**src/rtl/ula_param_seq_if.sv**
```systemverilog
// Operand/result bundle for ula_param_seq: operand handshake in, result handshake out.
interface ula_param_seq_if #(
    parameter int unsigned N = 8
) ();
    logic         valid_in;
    logic         ready_in;
    logic [N-1:0] A;
    logic [N-1:0] B;
    logic [2:0]   seletor;
    logic         carry_in;
    logic         valid_out;
    logic         ready_out;
    logic [N-1:0] resultado;
    logic [N-1:0] resultado_hi;
    logic         carry_out;
    logic         overflow;
    logic         zero;
    logic         propagado;
    logic         gerado;

    // ALU side
    modport slave (
        input  valid_in, A, B, seletor, carry_in, ready_out,
        output ready_in, valid_out, resultado, resultado_hi,
        output carry_out, overflow, zero, propagado, gerado
    );

    // Operand source / result sink side
    modport master (
        output valid_in, A, B, seletor, carry_in, ready_out,
        input  ready_in, valid_out, resultado, resultado_hi,
        input  carry_out, overflow, zero, propagado, gerado
    );
endinterface

```
**src/rtl/ula_param_seq.sv**
```systemverilog
// Registered ALU: carry-lookahead add/sub, logic ops and an N-cycle shift-add multiplier.
module ula_param_seq #(
    parameter int unsigned N = 8
) (
    input  logic            clk,
    input  logic            rst,
    ula_param_seq_if.slave  bus
);
    localparam int unsigned CntW = (N > 2) ? $clog2(N) : 1;

    localparam logic [2:0] OpAnd  = 3'b000;
    localparam logic [2:0] OpOr   = 3'b001;
    localparam logic [2:0] OpNot  = 3'b010;
    localparam logic [2:0] OpNand = 3'b011;
    localparam logic [2:0] OpAdd  = 3'b100;
    localparam logic [2:0] OpSub  = 3'b101;
    localparam logic [2:0] OpMul  = 3'b110;

    typedef enum logic [0:0] {StIdle, StMul} state_e;

    state_e          r_state, w_state_nxt;
    logic [CntW-1:0] r_count, w_count_nxt;
    logic [2*N-1:0]  r_mcand, w_mcand_nxt;
    logic [N-1:0]    r_mplier, w_mplier_nxt;
    logic [2*N-1:0]  r_acc, w_acc_nxt;
    logic            r_valid, w_valid_nxt;
    logic [N-1:0]    r_res, w_res_nxt;
    logic [N-1:0]    r_res_hi, w_res_hi_nxt;
    logic            r_co, w_co_nxt;
    logic            r_ov, w_ov_nxt;
    logic            r_z, w_z_nxt;
    logic            r_p, w_p_nxt;
    logic            r_g, w_g_nxt;

    logic [N-1:0]    w_bp;
    logic [N-1:0]    w_gen;
    logic [N-1:0]    w_prop;
    logic [N:0]      w_c;
    logic [N:0]      w_c0;
    logic [N-1:0]    w_sum;

    logic [N-1:0]    w_lres;
    logic            w_lco, w_lov, w_lp, w_lg;
    logic [2*N-1:0]  w_acc_step;
    logic            w_ready_in;
    logic            w_accept;

    // Lookahead chain; w_c0 runs the same chain with no carry-in to form the group generate
    always_comb begin
        w_bp    = (bus.seletor == OpSub) ? ~bus.B : bus.B;
        w_c     = '0;
        w_c0    = '0;
        w_gen   = '0;
        w_prop  = '0;
        w_c[0]  = (bus.seletor == OpSub) ? 1'b1 : bus.carry_in;
        w_c0[0] = 1'b0;
        for (int i = 0; i < N; i++) begin
            w_gen[i]    = bus.A[i] & w_bp[i];
            w_prop[i]   = bus.A[i] | w_bp[i];
            w_c[i+1]    = w_gen[i] | (w_prop[i] & w_c[i]);
            w_c0[i+1]   = w_gen[i] | (w_prop[i] & w_c0[i]);
        end
        w_sum = bus.A ^ w_bp ^ w_c[N-1:0];
    end

    // Single-cycle operation results and flags
    always_comb begin
        w_lres = '0;
        w_lco  = 1'b0;
        w_lov  = 1'b0;
        w_lp   = 1'b0;
        w_lg   = 1'b0;
        case (bus.seletor)
            OpAnd:  w_lres = bus.A & bus.B;
            OpOr:   w_lres = bus.A | bus.B;
            OpNot:  w_lres = ~bus.A;
            OpNand: w_lres = ~(bus.A & bus.B);
            OpAdd, OpSub: begin
                w_lres = w_sum;
                w_lco  = w_c[N];
                w_lov  = w_c[N] ^ w_c[N-1];
                w_lp   = &w_prop;
                w_lg   = w_c0[N];
            end
            default: w_lres = '0;
        endcase
    end

    assign w_acc_step = r_mplier[0] ? (r_acc + r_mcand) : r_acc;
    assign w_ready_in = (r_state == StIdle) && (!r_valid || bus.ready_out) && !rst;
    assign w_accept   = bus.valid_in && w_ready_in;

    // Next-state: handshake, result loading and multiplier iteration
    always_comb begin
        w_state_nxt  = r_state;
        w_count_nxt  = r_count;
        w_mcand_nxt  = r_mcand;
        w_mplier_nxt = r_mplier;
        w_acc_nxt    = r_acc;
        w_valid_nxt  = r_valid;
        w_res_nxt    = r_res;
        w_res_hi_nxt = r_res_hi;
        w_co_nxt     = r_co;
        w_ov_nxt     = r_ov;
        w_z_nxt      = r_z;
        w_p_nxt      = r_p;
        w_g_nxt      = r_g;

        // A taken result is dropped unless replaced below
        if (r_valid && bus.ready_out) begin
            w_valid_nxt = 1'b0;
        end

        case (r_state)
            StIdle: begin
                if (w_accept) begin
                    if (bus.seletor == OpMul) begin
                        w_mcand_nxt  = {{N{1'b0}}, bus.A};
                        w_mplier_nxt = bus.B;
                        w_acc_nxt    = '0;
                        w_count_nxt  = '0;
                        w_state_nxt  = StMul;
                    end else begin
                        w_res_nxt    = w_lres;
                        w_res_hi_nxt = '0;
                        w_co_nxt     = w_lco;
                        w_ov_nxt     = w_lov;
                        w_z_nxt      = (w_lres == '0);
                        w_p_nxt      = w_lp;
                        w_g_nxt      = w_lg;
                        w_valid_nxt  = 1'b1;
                    end
                end
            end
            StMul: begin
                w_acc_nxt    = w_acc_step;
                w_mcand_nxt  = r_mcand << 1;
                w_mplier_nxt = r_mplier >> 1;
                w_count_nxt  = r_count + 1'b1;
                if (r_count == CntW'(N - 1)) begin
                    w_state_nxt  = StIdle;
                    w_count_nxt  = '0;
                    w_res_nxt    = w_acc_step[N-1:0];
                    w_res_hi_nxt = w_acc_step[2*N-1:N];
                    w_co_nxt     = 1'b0;
                    w_ov_nxt     = 1'b0;
                    w_z_nxt      = (w_acc_step == '0);
                    w_p_nxt      = 1'b0;
                    w_g_nxt      = 1'b0;
                    w_valid_nxt  = 1'b1;
                end
            end
            default: w_state_nxt = StIdle;
        endcase
    end

    // State and result registers with synchronous reset
    always_ff @(posedge clk) begin
        if (rst) begin
            r_state  <= StIdle;
            r_count  <= '0;
            r_mcand  <= '0;
            r_mplier <= '0;
            r_acc    <= '0;
            r_valid  <= 1'b0;
            r_res    <= '0;
            r_res_hi <= '0;
            r_co     <= 1'b0;
            r_ov     <= 1'b0;
            r_z      <= 1'b0;
            r_p      <= 1'b0;
            r_g      <= 1'b0;
        end else begin
            r_state  <= w_state_nxt;
            r_count  <= w_count_nxt;
            r_mcand  <= w_mcand_nxt;
            r_mplier <= w_mplier_nxt;
            r_acc    <= w_acc_nxt;
            r_valid  <= w_valid_nxt;
            r_res    <= w_res_nxt;
            r_res_hi <= w_res_hi_nxt;
            r_co     <= w_co_nxt;
            r_ov     <= w_ov_nxt;
            r_z      <= w_z_nxt;
            r_p      <= w_p_nxt;
            r_g      <= w_g_nxt;
        end
    end

    assign bus.ready_in     = w_ready_in;
    assign bus.valid_out    = r_valid;
    assign bus.resultado    = r_res;
    assign bus.resultado_hi = r_res_hi;
    assign bus.carry_out    = r_co;
    assign bus.overflow     = r_ov;
    assign bus.zero         = r_z;
    assign bus.propagado    = r_p;
    assign bus.gerado       = r_g;
endmodule

```
**src/flat_wrapper.sv**
```systemverilog
// flat-port wrapper written by rule: the top's interface ports become plain ports
module ula_param_seq_flat 
#(
    parameter int unsigned N = 8
)
  (clk, rst, bus_valid_in, bus_A, bus_B, bus_seletor, bus_carry_in, bus_ready_out, bus_ready_in, bus_valid_out, bus_resultado, bus_resultado_hi, bus_carry_out, bus_overflow, bus_zero, bus_propagado, bus_gerado);
  ula_param_seq_if #(.N(N)) bus_i ();
  input  logic clk;
  input  logic rst;
  input wire logic [$bits(bus_i.valid_in)-1:0] bus_valid_in;
  input wire logic [$bits(bus_i.A)-1:0] bus_A;
  input wire logic [$bits(bus_i.B)-1:0] bus_B;
  input wire logic [$bits(bus_i.seletor)-1:0] bus_seletor;
  input wire logic [$bits(bus_i.carry_in)-1:0] bus_carry_in;
  input wire logic [$bits(bus_i.ready_out)-1:0] bus_ready_out;
  output wire logic [$bits(bus_i.ready_in)-1:0] bus_ready_in;
  output wire logic [$bits(bus_i.valid_out)-1:0] bus_valid_out;
  output wire logic [$bits(bus_i.resultado)-1:0] bus_resultado;
  output wire logic [$bits(bus_i.resultado_hi)-1:0] bus_resultado_hi;
  output wire logic [$bits(bus_i.carry_out)-1:0] bus_carry_out;
  output wire logic [$bits(bus_i.overflow)-1:0] bus_overflow;
  output wire logic [$bits(bus_i.zero)-1:0] bus_zero;
  output wire logic [$bits(bus_i.propagado)-1:0] bus_propagado;
  output wire logic [$bits(bus_i.gerado)-1:0] bus_gerado;
  assign bus_i.valid_in = bus_valid_in;
  assign bus_i.A = bus_A;
  assign bus_i.B = bus_B;
  assign bus_i.seletor = bus_seletor;
  assign bus_i.carry_in = bus_carry_in;
  assign bus_i.ready_out = bus_ready_out;
  assign bus_ready_in = bus_i.ready_in;
  assign bus_valid_out = bus_i.valid_out;
  assign bus_resultado = bus_i.resultado;
  assign bus_resultado_hi = bus_i.resultado_hi;
  assign bus_carry_out = bus_i.carry_out;
  assign bus_overflow = bus_i.overflow;
  assign bus_zero = bus_i.zero;
  assign bus_propagado = bus_i.propagado;
  assign bus_gerado = bus_i.gerado;
  ula_param_seq #(.N(N)) u_core (.clk(clk), .rst(rst), .bus(bus_i));
endmodule
```
**config.mk**
```make
export PLATFORM = sky130hd
export DESIGN_NAME = ula_param_seq_flat
export DESIGN_NICKNAME = d
export VERILOG_FILES = /design/src/rtl/ula_param_seq_if.sv /design/src/rtl/ula_param_seq.sv /design/src/flat_wrapper.sv
export SDC_FILE = /design/constraint.sdc
export NUM_CORES = 1
export LEC_CHECK = 0
export CAP_MARGIN = 0
export CORE_UTILIZATION = 25
export CTS_BUF_LIST = sky130_fd_sc_hd__clkbuf_4 sky130_fd_sc_hd__clkbuf_8
export CTS_CLUSTER_SIZE = 25
export DETAILED_ROUTE_END_ITERATION = 8
export PLACE_DENSITY = 0.42
export SYNTH_ARGS = -nofsm -noshare
export SYNTH_HDL_FRONTEND = slang
export SYNTH_SLANG_ARGS = --single-unit
```
**constraint.sdc**
```tcl
create_clock -name clk -period 15.3 [get_ports clk]
set_input_delay 3.825 -clock clk [delete_from_list [all_inputs] [get_ports clk]]
set_output_delay 3.825 -clock clk [all_outputs]
set_load 0.02 [all_outputs]
```
# ---- Word level (Yosys, flattened, before mapping)
# Cells that the tools add are included.
dict set report word_totals {
  regBits 66
  inputBits 24
  out_inout_bits 23
  word_cells 150
}
dict set report op_classes {
  addsub 2
  eq_ne 11
  n_mux 55
  bitwise 55
  reduce_logical 14
}
# operator count
set ops {}
lappend ops {{16-bit two-way mux} 5}
lappend ops {{8-bit two-way mux} 9}
lappend ops {{16-bit one-hot mux with 2 select lines} 2}
lappend ops {{8-bit one-hot mux with 2 select lines} 3}
lappend ops {{8-bit one-hot mux with 5 select lines} 1}
lappend ops {{1-bit two-way mux} 24}
lappend ops {{8-bit NOT} 3}
lappend ops {{1-bit AND} 23}
lappend ops {{1-bit OR} 23}
lappend ops {{16-bit adder} 1}
lappend ops {{16-bit logical NOT} 1}
lappend ops {{8-bit bitwise XOR} 2}
lappend ops {{1-bit one-hot mux with 2 select lines} 7}
lappend ops {{3-bit equality test (second input constant)} 4}
lappend ops {{3-bit two-way mux} 3}
lappend ops {{8-bit AND} 1}
lappend ops {{8-bit logical NOT} 1}
lappend ops {{8-bit OR} 1}
lappend ops {{8-bit AND reduction} 1}
lappend ops {{3-bit by 2-bit equality test with 1-bit output (second input constant)} 2}
lappend ops {{2-bit != test (second input constant)} 3}
lappend ops {{3-bit one-hot mux with 2 select lines} 1}
lappend ops {{1-bit logical AND} 4}
lappend ops {{3-bit by 1-bit adder with 3-bit output (second input constant)} 1}
lappend ops {{other kinds (10)} 11}

# ---- Depth between registers and ports, before layout
# Gate-level depths: netlist (run 1).
dict set report logic_depth {
  word_depth 24
  mapped_depth 21
  depth_no_buf 21
}

# ---- Least setup slack after synthesis (run 1)
# Ideal clock, no wire load.
dict set report synth_path {
  path_kind {input port to flip-flop}
  from {input bus_seletor[1]}
  to {register u_core.r_z, in the netlist u_core.bus.zero}
  arrival_ps 8289
  slack_ps 6915
  cell_stages 21
  path_buffers 1
  cell_sequence {clkbuf_1 -> nor2_1 -> nand2_1 -> xnor2_1 -> fa_1 -> fa_1 -> inv_1 -> fa_1 -> inv_1 -> fa_1 -> inv_1 -> fa_1 -> inv_1 -> fa_1 -> fa_1 -> fa_1 -> a21oi_1 -> nand4_1 -> o31ai_1 -> nand2b_1 -> o41ai_2}
}
dict set report synth_via {
  elab_chain_len 23
  elab_cells_between_ends 47
}
# element line_no
set synth_lines {}
lappend synth_lines {{start: declaration} flat_wrapper.sv:13} ;# input wire logic [$bits(bus_i.seletor)-1:0] bus_seletor;
lappend synth_lines {{3-bit equality test} {ula_param_seq.sv:50, ula_param_seq.sv:55, ula_param_seq.sv:73}}
lappend synth_lines {{8-bit two-way mux} ula_param_seq.sv:50} ;# w_bp = (bus.seletor == OpSub) ? ~bus.B : bus.B;
lappend synth_lines {{1-bit OR} ula_param_seq.sv:59} ;# w_prop[i] = bus.A[i] | w_bp[i];
lappend synth_lines {{1-bit AND} ula_param_seq.sv:60} ;# w_c[i+1] = w_gen[i] | (w_prop[i] & w_c[i]);
lappend synth_lines {{1-bit OR} ula_param_seq.sv:60}
lappend synth_lines {{1-bit AND} ula_param_seq.sv:60}
lappend synth_lines {{1-bit OR} ula_param_seq.sv:60}
lappend synth_lines {{1-bit AND} ula_param_seq.sv:60}
lappend synth_lines {{[... 7 more ...]} -}
lappend synth_lines {{1-bit AND} ula_param_seq.sv:60}
lappend synth_lines {{1-bit OR} ula_param_seq.sv:60}
lappend synth_lines {{8-bit bitwise XOR} ula_param_seq.sv:63} ;# w_sum = bus.A ^ w_bp ^ w_c[N-1:0];
lappend synth_lines {{8-bit one-hot mux with 5 select lines} ula_param_seq.sv:73} ;# case (bus.seletor)
lappend synth_lines {{8-bit logical NOT} ula_param_seq.sv:128} ;# w_z_nxt = (w_lres == '0);
lappend synth_lines {{1-bit two-way mux} ula_param_seq.sv:117} ;# if (bus.seletor == OpMul) begin
lappend synth_lines {{1-bit two-way mux} ula_param_seq.sv:116} ;# if (w_accept) begin
lappend synth_lines {{1-bit one-hot mux with 2 select lines} ula_param_seq.sv:114} ;# case (r_state)
lappend synth_lines {{end signal: assignment} ula_param_seq.sv:184} ;# r_z <= w_z_nxt;
lappend synth_lines {{end: declaration} ula_param_seq.sv:31} ;# logic r_z, w_z_nxt;
# Parallel ways exist; a longest one is shown, timed or not. The select of a mux whose other input is x is not followed.
# A chain may end at the register's enable or synchronous reset.

# ---- Worst setup path after layout (run 1)
dict set report layout_path {
  from {input rst}
  to {output bus_ready_in}
}
dict set report layout_via {
  elab_chain_len 2
}
# element line_no
set layout_lines {}
lappend layout_lines {{start: declaration} flat_wrapper.sv:9} ;# input logic rst;
lappend layout_lines {{1-bit logical NOT} ula_param_seq.sv:90} ;# assign w_ready_in = (r_state == StIdle) && (!r_valid || bus.ready_out) && !rst;
lappend layout_lines {{1-bit logical AND} ula_param_seq.sv:90}
lappend layout_lines {{end: declaration} flat_wrapper.sv:16} ;# output wire logic [$bits(bus_i.ready_in)-1:0] bus_ready_in;
# No other way between the ends.

==> flow_metrics.env, run 1 <==
export IMPL_rrSetupSlack_ns=12.05
export IMPL_p_leak_nw=2.17
export IMPL_grt_pass1_vias=4162
export IMPL_ys_types=61
export IMPL_ys_ff_latch=66
export IMPL_min_from="u_core.r_mplier[2]"
export IMPL_final_antenna_net_count=0
export IMPL_r2r_end="u_core.bus.zero"
export IMPL_vdd_drop_max_uv=39.8
export IMPL_cts_tree="done"
export IMPL_fmaxAchievable_ghz=0.108
export IMPL_drive_above_1_share_pct=6.23
export IMPL_rsz0062_at_grt="no"
export IMPL_finClkSkew_ns=0.0121
export IMPL_period_share_pct=60.4
export IMPL_wl_per_cell_um=17.3
export IMPL_cp_max_fo=69
export IMPL_layout_commonest_cell="a21oi_1"
export IMPL_die_y_um=136
export IMPL_num_vias=4185
export IMPL_p_int_uw=291
export IMPL_diodes=0
export IMPL_first_pass_iters=6
export IMPL_rr_worst_depth=9
export IMPL_cts_buffers=9
export IMPL_p_clk_share_pct=41.8
export IMPL_switchingPower_uw=115
export IMPL_numClockSinks=66
export IMPL_layout_common_cells="a21oi_1, nor2_1, dfxtp_1"
export IMPL_cts_resized_gates=0
export IMPL_hold_buffers=0
export IMPL_remaining_drc_errors=0
export IMPL_relSlewSlack_pct=21.5
export IMPL_gp_congestion=0.849
export IMPL_cts_setup_buffers=0
export IMPL_endpoint_kind="output pin"
export IMPL_setup_worst_path_class="primary input to output pin"
export IMPL_synth_edff_count=0
export IMPL_switching_share_pct=28.4
export IMPL_outcome="finished clean"
export IMPL_cts_htree_levels=3
export IMPL_finalSetupViolCount=0
export IMPL_dp_hpwl_um=10400
export IMPL_grt_use_total_pct=16.1
export IMPL_comb_power_share_pct=15.0
export IMPL_clock_path_buffers=2
export IMPL_fin_cells=819
export IMPL_power_density_nw_per_um2=75.5
export IMPL_cap_violations=0
export IMPL_slew_viol_final=0
export IMPL_overflow=0
export IMPL_hold_depth=2
export IMPL_dp_cells=803
export IMPL_core_area_um2=17500
export IMPL_clkTransAtPathRegs_ns=0.08
export IMPL_rows=48
export IMPL_r2r_start="u_core.r_state"
export IMPL_portBuffers=46
export IMPL_area_delta_synth_final_pct=19.5
export IMPL_grt_max_degree=70
export IMPL_ys_async_sr_fraction_pct=0
export IMPL_synth_warnings=0
export IMPL_synth_avg_cell_area_um2=8.11
export IMPL_timing_final_hold_violations=0
export IMPL_fin_crit_ns=9.25
export IMPL_syn_inst=556
export IMPL_antenna_found_initial=0
export IMPL_io_pins=47
export IMPL_start_util_pct=25.8
export IMPL_wl_um=14200
export IMPL_synth_top_flop_cell="dfxtp_1"
export IMPL_ys_seq_area_share_pct=29.3
export IMPL_die_x_um=136
export IMPL_required_ns=11.48
export IMPL_min_to="u_core.r_mplier[2]"
export IMPL_drt_iter0_drc=345
export IMPL_die_area_um2=18600
export IMPL_min_path_type="flip-flop to flip-flop"
export IMPL_viasPerCell=5.11
export IMPL_grt_pass1_wl_um=22900
export IMPL_synthesis_area_um2=4510
export IMPL_seqPwrFrac_pct=43.2
export IMPL_root_buffer="clkbuf_8"
export IMPL_fin_nets=655
export IMPL_arrival_ns=5.42
export IMPL_synth_nets=622
export IMPL_worst_pin_slew_ns=1.17
export IMPL_clkLatencyLatePin_ns=0.35
export IMPL_cp_start_kind="primary input"
export IMPL_tns_ns=0
==> state kept, by name, indices dropped and copies added, names as in the netlist <==
signal,count
u_core.r_mplier,8
u_core.bus.zero,1
u_core.bus.overflow,1
u_core.bus.carry_out,1
u_core.r_count,3
u_core.bus.resultado_hi,8
u_core.bus.propagado,1
u_core.r_state,1
u_core.bus.valid_out,1
u_core.bus.resultado,8
u_core.bus.gerado,1
u_core.r_acc,16
u_core.r_mcand,16
==> critical path: stages <==
cell,delay [ns]
buf_2,0.07
buf_4,0.59
nor2_1,0.14
and2_1,0.23
clkdlybuf4s50_1,0.55
==> cell type report <==
cell class | instances | area [µm²]
Multi-Input combinational cell | 428 | 2940
Inverter | 32 | 120
Clock inverter | 7 | 100
Timing Repair Buffer | 52 | 500
Fill cell | 1829 | 12100
Sequential cell | 66 | 1320
Tap cell | 225 | 282
Clock buffer | 9 | 124
==> power groups by stage <==
| stage | Combinational [mW] | Sequential, mW | Clock (mW) |
|---|---|---|---|
| after floorplan | 0.0339 | 0.181 | 0 |
| after global placement | 0.0606 | 0.180 | 0 |
| after detailed placement | 0.0611 | 0.180 | 0 |
| after CTS | 0.0614 | 0.176 | 0.174 |
| after global routing | 0.0684 | 0.176 | 0.182 |
| final | 0.0610 | 0.176 | 0.170 |
==> logic make-up after synthesis <==
family          Yosys count  share of synthesized area (%)
buf+inv                  62                           5.61
mux                      13                           3.11
fa+ha+maj                43                           13.4
simple gates            175                           18.9
flops                    66                           29.3
compound gates          180                           26.4
xor+xnor                 17                           3.30
==> how the worst max path moves through the flow <==
stage	startpoint	to	slack, ns
after floorplan	bus_seletor[1]	u_core.bus.zero	6.92
after global placement	bus_seletor[1]	u_core.bus.zero	5.95
after CTS	rst	bus_ready_in	6.06
after detailed placement	bus_seletor[1]	u_core.bus.zero	5.87
final	rst	bus_ready_in	6.05
after global routing	bus_seletor[1]	u_core.bus.zero	5.83
==> synthesized netlist by cell type (all sizes together) (3+ instances only) <==
master  instances  area share, %
a21oi          70            7.8
dfxtp          66             29
nor2           65            5.4
nand2          39            3.2
ha             33            9.2
inv            32            2.7
a22oi          30            5.0
clkbuf         22            1.8
o21ai          21            2.3
and3           14            1.9
nand2b         12            1.7
nor3           10            1.4
xnor2          10            1.9
a211oi          9            1.5
fa              9            4.0
a31oi           8            1.4
buf             8            1.1
mux2i           8            1.8
a21o            7            1.2
nand3           7           0.78
xor2            7            1.4
o31ai           6            1.0
a32oi           5           0.97
and2            5           0.69
mux2            5            1.3
o21a            4           0.67
o21bai          4           0.67
nand4           3           0.42
nor3b           3           0.50
nor4            3           0.42
o211ai          3           0.50
==> metal layers <==
layer / global-route usage (%) / part of all wire, %
met1: 22.8 / 50
met2: 25.1 / 45
met3: 2.57 / 3.3
met4: 4.38 / 1.0
met5: 0 / 0
==> metrics by stage <==
stage               power [mW]  instance area (µm²)  hold slack, ns  setup WS [ns]  utilization, %
detailed placement       0.241                 5160           0.448           5.87            29.5
global route             0.426                 5390           0.489           5.83            30.8
global placement         0.240                 5160           0.445           5.95            29.5
floorplan                0.215                 4510           0.437           6.92               -
CTS                      0.411                 5390           0.460           6.06            30.8
finish                   0.407                 5390           0.459           6.05            30.8
No activity file was read; power rests on OpenSTA's default activity.
==> inputs of run 2 (changes only) <==
==> constraint.sdc (replaced) <==
create_clock -name clk -period 9.3 [get_ports clk]
set_input_delay 2.325 -clock clk [delete_from_list [all_inputs] [get_ports clk]]
set_output_delay 2.325 -clock clk [all_outputs]
set_load 0.02 [all_outputs]
==> flow_metrics.env, run 2 (synthesized netlist as in run 1, its figures left out) <==
export IMPL_place_ws_ns=1.21
export IMPL_cts_resized_gates=0
export IMPL_p_leak_nw=2.16
export IMPL_final_antenna_net_count=0
export IMPL_grt_pass1_wl_um=22400
export IMPL_overflow=0
export IMPL_wl_met1_um=6920
export IMPL_finClkSkew_ns=0.0109
export IMPL_fin_cells=820
export IMPL_setup_worst_path_class="primary input to flip-flop"
export IMPL_die_x_um=136
export IMPL_wl_per_cell_um=16.9
export IMPL_fin_crit_ns=7.71
export IMPL_finalSetupViolCount=0
export IMPL_viasPerCell=5.08
export IMPL_comb_power_share_pct=15.4
export IMPL_worst_path_largest_cell_delay_ns=0.70
export IMPL_finish_utilization_pct=30.8
export IMPL_p_int_uw=454
export IMPL_clkTransAtPathRegs_ns=0.09
export IMPL_rows=48
export IMPL_antenna_found_initial=0
export IMPL_numClockSinks=66
export IMPL_wl_met3_um=482
export IMPL_reg_top3="u_core.r_acc x16, u_core.r_mcand x16"
export IMPL_p_total_uw=654
export IMPL_seqPwrFrac_pct=44.2
export IMPL_remaining_drc_errors=0
export IMPL_critPathMostFrequentCell="fa_1"
export IMPL_fin_nets=656
export IMPL_dp_hpwl_um=9990
export IMPL_endpoint_kind="flip-flop"
export IMPL_wl_um=13900
export IMPL_cts_htree_levels=3
export IMPL_routed_top_layer="met4"
export IMPL_crit_chain="clkdlybuf4s50_1, nor2_1, nand2_1, xnor2_1, fa_1, fa_1, inv_1, fa_1, inv_1, fa_1, inv_1, fa_1, inv_1, fa_1, fa_1, fa_1, a21oi_1, nand4_1, o31ai_1, nand2b_1, o41ai_2"
export IMPL_die_area_um2=18600
export IMPL_root_buffer="clkbuf_8"
export IMPL_arrival_ns=7.99
export IMPL_first_pass_iters=4
export IMPL_cp_start_kind="primary input"
export IMPL_cts_setup_buffers=0
export IMPL_start_util_pct=25.8
export IMPL_cts_buffers=9
export IMPL_outcome="finished clean"
export IMPL_layout_commonest_cell="a21oi_1"
export IMPL_timing_final_hold_violations=0
export IMPL_switching_share_pct=30.5
export IMPL_period_share_pct=82.9
export IMPL_io_pins=47
export IMPL_relSlewSlack_pct=42.1
export IMPL_core_area_um2=17500
export IMPL_slowest_stage="clkdlybuf4s50_1"
export IMPL_required_ns=9.58
export IMPL_fmaxAchievable_ghz=0.130
export IMPL_cap_violations=0
export IMPL_worst_pin_slew_ns=0.868
export IMPL_cts_tree="done"
export IMPL_diodes=0
export IMPL_layout_common_cells="a21oi_1, nor2_1, dfxtp_1"
export IMPL_cp_max_fo=17
export IMPL_switchingPower_uw=199
export IMPL_area_delta_synth_final_pct=19.3
export IMPL_drt_iter0_drc=248
export IMPL_drive_above_1_share_pct=6.39
export IMPL_p_clk_share_pct=40.4
export IMPL_grt_use_total_pct=15.8
export IMPL_tns_ns=0
export IMPL_num_vias=4168
export IMPL_die_y_um=136
export IMPL_clkLatencyLatePin_ns=0.37
export IMPL_vdd_drop_max_uv=62.3
export IMPL_clock_path_buffers=2
export IMPL_slew_viol_final=0
export IMPL_rsz0062_at_grt="no"
export IMPL_power_density_nw_per_um2=122
export IMPL_gp_congestion=0.855
export IMPL_met2_length_um=6220
export IMPL_portBuffers=46
export IMPL_min_path_type="flip-flop to flip-flop"
export IMPL_fin_ws_ns=1.59
export IMPL_grt_pass1_vias=4135
export IMPL_dp_cells=804
export IMPL_hold_buffers=0
export IMPL_grt_max_degree=70
==> run 2: routing by layer <==
metal	vias up	GRT usage, %
met1	2012	22.0
met3	17	2.20
met2	81	24.2
met5	-	0
met4	0	6.67
li1	2058	-
==> run 2: power by group through the flow <==
stage | sequential [mW] | combinational, mW | clock [mW]
after floorplan | 0.298 | 0.0558 | 0
after global placement | 0.296 | 0.101 | 0
after detailed placement | 0.296 | 0.101 | 0
after CTS | 0.289 | 0.102 | 0.272
after global routing | 0.290 | 0.113 | 0.284
final | 0.289 | 0.101 | 0.264
==> run 2: worst paths after layout <==
path / from / endpoint / slack (ns) / cells past startpoint
max: bus_seletor[1] / u_core.bus.zero / 1.59 / 21
min: u_core.r_mplier[3] / u_core.r_mplier[3] / 0.46 / 2
max reg2reg: u_core.r_state / u_core.bus.zero / 6.02 / 9
min reg2reg: u_core.r_mplier[3] / u_core.r_mplier[3] / 0.46 / 2
==> run 2: cell type report <==
| class | count | area, µm² |
|---|---|---|
| clock buffer | 9 | 124 |
| tap | 225 | 282 |
| timing repair buffer | 53 | 508 |
| clock inverter | 7 | 82.6 |
| inverter | 32 | 120 |
| fill | 1831 | 12100 |
| sequential | 66 | 1320 |
| multi-input combinational | 428 | 2940 |
==> run 2: through the flow <==
| step | instance area, µm² | hold WS, ns |
|---|---|---|
| 2_1_floorplan | 4510 | 0.437 |
| 4_1_cts | 5380 | 0.458 |
| 3_3_place_gp | 5170 | 0.443 |
| 6_report | 5380 | 0.458 |
| 5_1_grt | 5380 | 0.485 |
| 3_5_place_dp | 5170 | 0.447 |
==> run 2: critical path, delay by kind of cell <==
family,cells,cell delay [ns]
adder cells (fa/ha/maj),8,2.72
AND/OR/NAND/NOR,4,1.12
buffers and inverters,5,0.95
AO/OA/AOI/OAI,3,0.58
XOR/XNOR,1,0.30
==> inputs of run 3 (changes only) <==
==> constraint.sdc (replaced) <==
create_clock -name clk -period 7.75 [get_ports clk]
set_input_delay 1.9375 -clock clk [delete_from_list [all_inputs] [get_ports clk]]
set_output_delay 1.9375 -clock clk [all_outputs]
set_load 0.02 [all_outputs]
==> flow_metrics.env, run 3 (synthesized netlist as in run 1, its figures left out) <==
export IMPL_outcome="finished clean"
export IMPL_cts_htree_levels=3
export IMPL_fmaxAchievable_ghz=0.147
export IMPL_setup_worst_path_class="primary input to flip-flop"
export IMPL_finalSetupViolCount=0
export IMPL_portBuffers=46
export IMPL_antenna_found_initial=0
export IMPL_critPathLaunch="bus_seletor[2]"
export IMPL_p_int_uw=511
export IMPL_final_antenna_net_count=0
export IMPL_switchingPower_uw=231
export IMPL_worst_pin_slew_ns=0.880
export IMPL_root_buffer="clkbuf_8"
export IMPL_clock_path_buffers=2
export IMPL_num_vias=4187
export IMPL_remaining_drc_errors=0
export IMPL_slew_viol_final=0
export IMPL_p_clk_share_pct=36.8
export IMPL_arrival_ns=7.10
export IMPL_cp_max_fo=7
export IMPL_r2r_end="u_core.bus.zero"
export IMPL_diodes=0
export IMPL_cts_resized_gates=0
export IMPL_met1_usage_pct=21.4
export IMPL_p_leak_nw=2.16
export IMPL_cts_tree="done"
export IMPL_die_x_um=136
export IMPL_place_ws_ns=0.545
export IMPL_relSlewSlack_pct=41.3
export IMPL_die_area_um2=18600
export IMPL_rsz0062_at_grt="no"
export IMPL_timing_final_hold_violations=0
export IMPL_wl_per_cell_um=17.0
export IMPL_rows=48
export IMPL_clkLatencyLatePin_ns=0.37
export IMPL_clkTransAtPathRegs_ns=0.08
export IMPL_fin_crit_ns=6.82
export IMPL_comb_power_share_pct=16.4
export IMPL_rrSetupSlack_ns=4.52
export IMPL_numClockSinks=66
export IMPL_finish_utilization_pct=30.7
export IMPL_first_pass_iters=5
export IMPL_area_delta_synth_final_pct=19.2
export IMPL_min_path_type="flip-flop to flip-flop"
export IMPL_die_y_um=136
export IMPL_gp_congestion=0.878
export IMPL_vdd_drop_max_uv=77.3
export IMPL_wl_um=14000
export IMPL_period_share_pct=88.0
export IMPL_busiest_layer="met2"
export IMPL_dpl_instance_area_um2=5190
export IMPL_grt_pass1_wl_um=22400
export IMPL_seqPwrFrac_pct=46.8
export IMPL_viasPerCell=5.09
export IMPL_hold_buffers=0
export IMPL_power_density_nw_per_um2=138
export IMPL_cts_setup_buffers=0
export IMPL_overflow=0
export IMPL_switching_share_pct=31.1
export IMPL_fin_nets=659
export IMPL_grt_use_total_pct=15.9
export IMPL_layout_commonest_cell="a21oi_1"
export IMPL_cts_buffers=9
export IMPL_drive_above_1_share_pct=6.86
export IMPL_cap_violations=0
export IMPL_layout_common_cells="a21oi_1, nor2_1, dfxtp_1"
export IMPL_core_area_um2=17500
export IMPL_grt_util_met2_pct=25.1
export IMPL_tns_ns=0
export IMPL_finClkSkew_ns=0.0132
export IMPL_design_area_um2=5370
export IMPL_io_pins=47
export IMPL_rr_worst_depth=9
export IMPL_required_ns=8.03
export IMPL_grt_pass1_vias=4137
export IMPL_min_from="u_core.bus.resultado_hi[3]"
export IMPL_drt_iter0_drc=242
export IMPL_reg_top3="u_core.r_acc x16, u_core.r_mcand x16"
export IMPL_use_met3_pct=3.09
export IMPL_r2r_start="u_core.r_state"
export IMPL_endpoint="u_core.bus.zero"
export IMPL_grt_max_degree=69
export IMPL_fin_ws_ns=0.931
export IMPL_endpoint_kind="flip-flop"
export IMPL_cp_start_kind="primary input"
export IMPL_dp_hpwl_um=10300
export IMPL_start_util_pct=25.8
-- run 3: cell count changes in the layout (fill, tap and decap cells not counted) --
cell | before | now
buf_4 | 7 | 10
clkinv_2 | 0 | 2
bufinv_16 | 1 | 0
clkinv_4 | 0 | 1
clkinvlp_4 | 2 | 1
inv_8 | 1 | 0
-- run 3: area by class of cell --
class | instances | area [µm²]
fill | 1858 | 12100
tap | 225 | 282
sequential | 66 | 1320
inverter | 32 | 120
multi-input combinational | 428 | 2940
timing repair buffer | 56 | 531
clock inverter | 7 | 52.6
clock buffer | 9 | 124
-- run 3: metrics by stage --
stage               hold slack [ns]  std cells  power [mW]
finish                        0.458        823       0.742
global placement              0.447        807       0.476
CTS                           0.458        823       0.755
floorplan                     0.437        556       0.424
global route                  0.488        823       0.783
detailed placement            0.446        807       0.477
-- run 3: critical path: stages --
cell and delay (ns):
clkdlybuf4s50_1 0.57, inv_1 0.15, nor2_1 0.35, nand2_1 0.17, xnor2_1 0.20, fa_1 0.43, fa_1 0.36, inv_1 0.07
fa_1 0.15, inv_1 0.05, fa_1 0.37, inv_1 0.09, fa_1 0.16, inv_1 0.05, fa_1 0.38, fa_1 0.42
fa_1 0.45, a21oi_1 0.19, nand4_1 0.12, o31ai_1 0.28, nand2b_1 0.10, o41ai_2 0.05
-- run 3: layer usage --
metal	routed length, µm	part of all wire (%)
met1	6960	50
met5	0	0
met2	6270	45
met3	521	3.7
met4	206	1.5
-- run 3: how the worst min path moves through the flow --
| stage | cells after the start | slack [ns] | end |
|---|---|---|---|
| after floorplan | 2 | 0.44 | u_core.r_mplier[1] |
| after global placement | 2 | 0.45 | u_core.r_mplier[4] |
| after detailed placement | 2 | 0.45 | u_core.bus.resultado_hi[3] |
| after CTS | 2 | 0.46 | u_core.bus.resultado_hi[3] |
| after global routing | 2 | 0.49 | u_core.r_mplier[4] |
| final | 2 | 0.46 | u_core.bus.resultado_hi[3] |
-- run 3: power by group through the flow --
stage / sequential [mW] / clock, mW / combinational (mW)
global route: 0.348 / 0.299 / 0.136
CTS: 0.347 / 0.285 / 0.123
floorplan: 0.357 / 0 / 0.0670
global placement: 0.355 / 0 / 0.121
detailed placement: 0.355 / 0 / 0.122
finish: 0.347 / 0.273 / 0.122
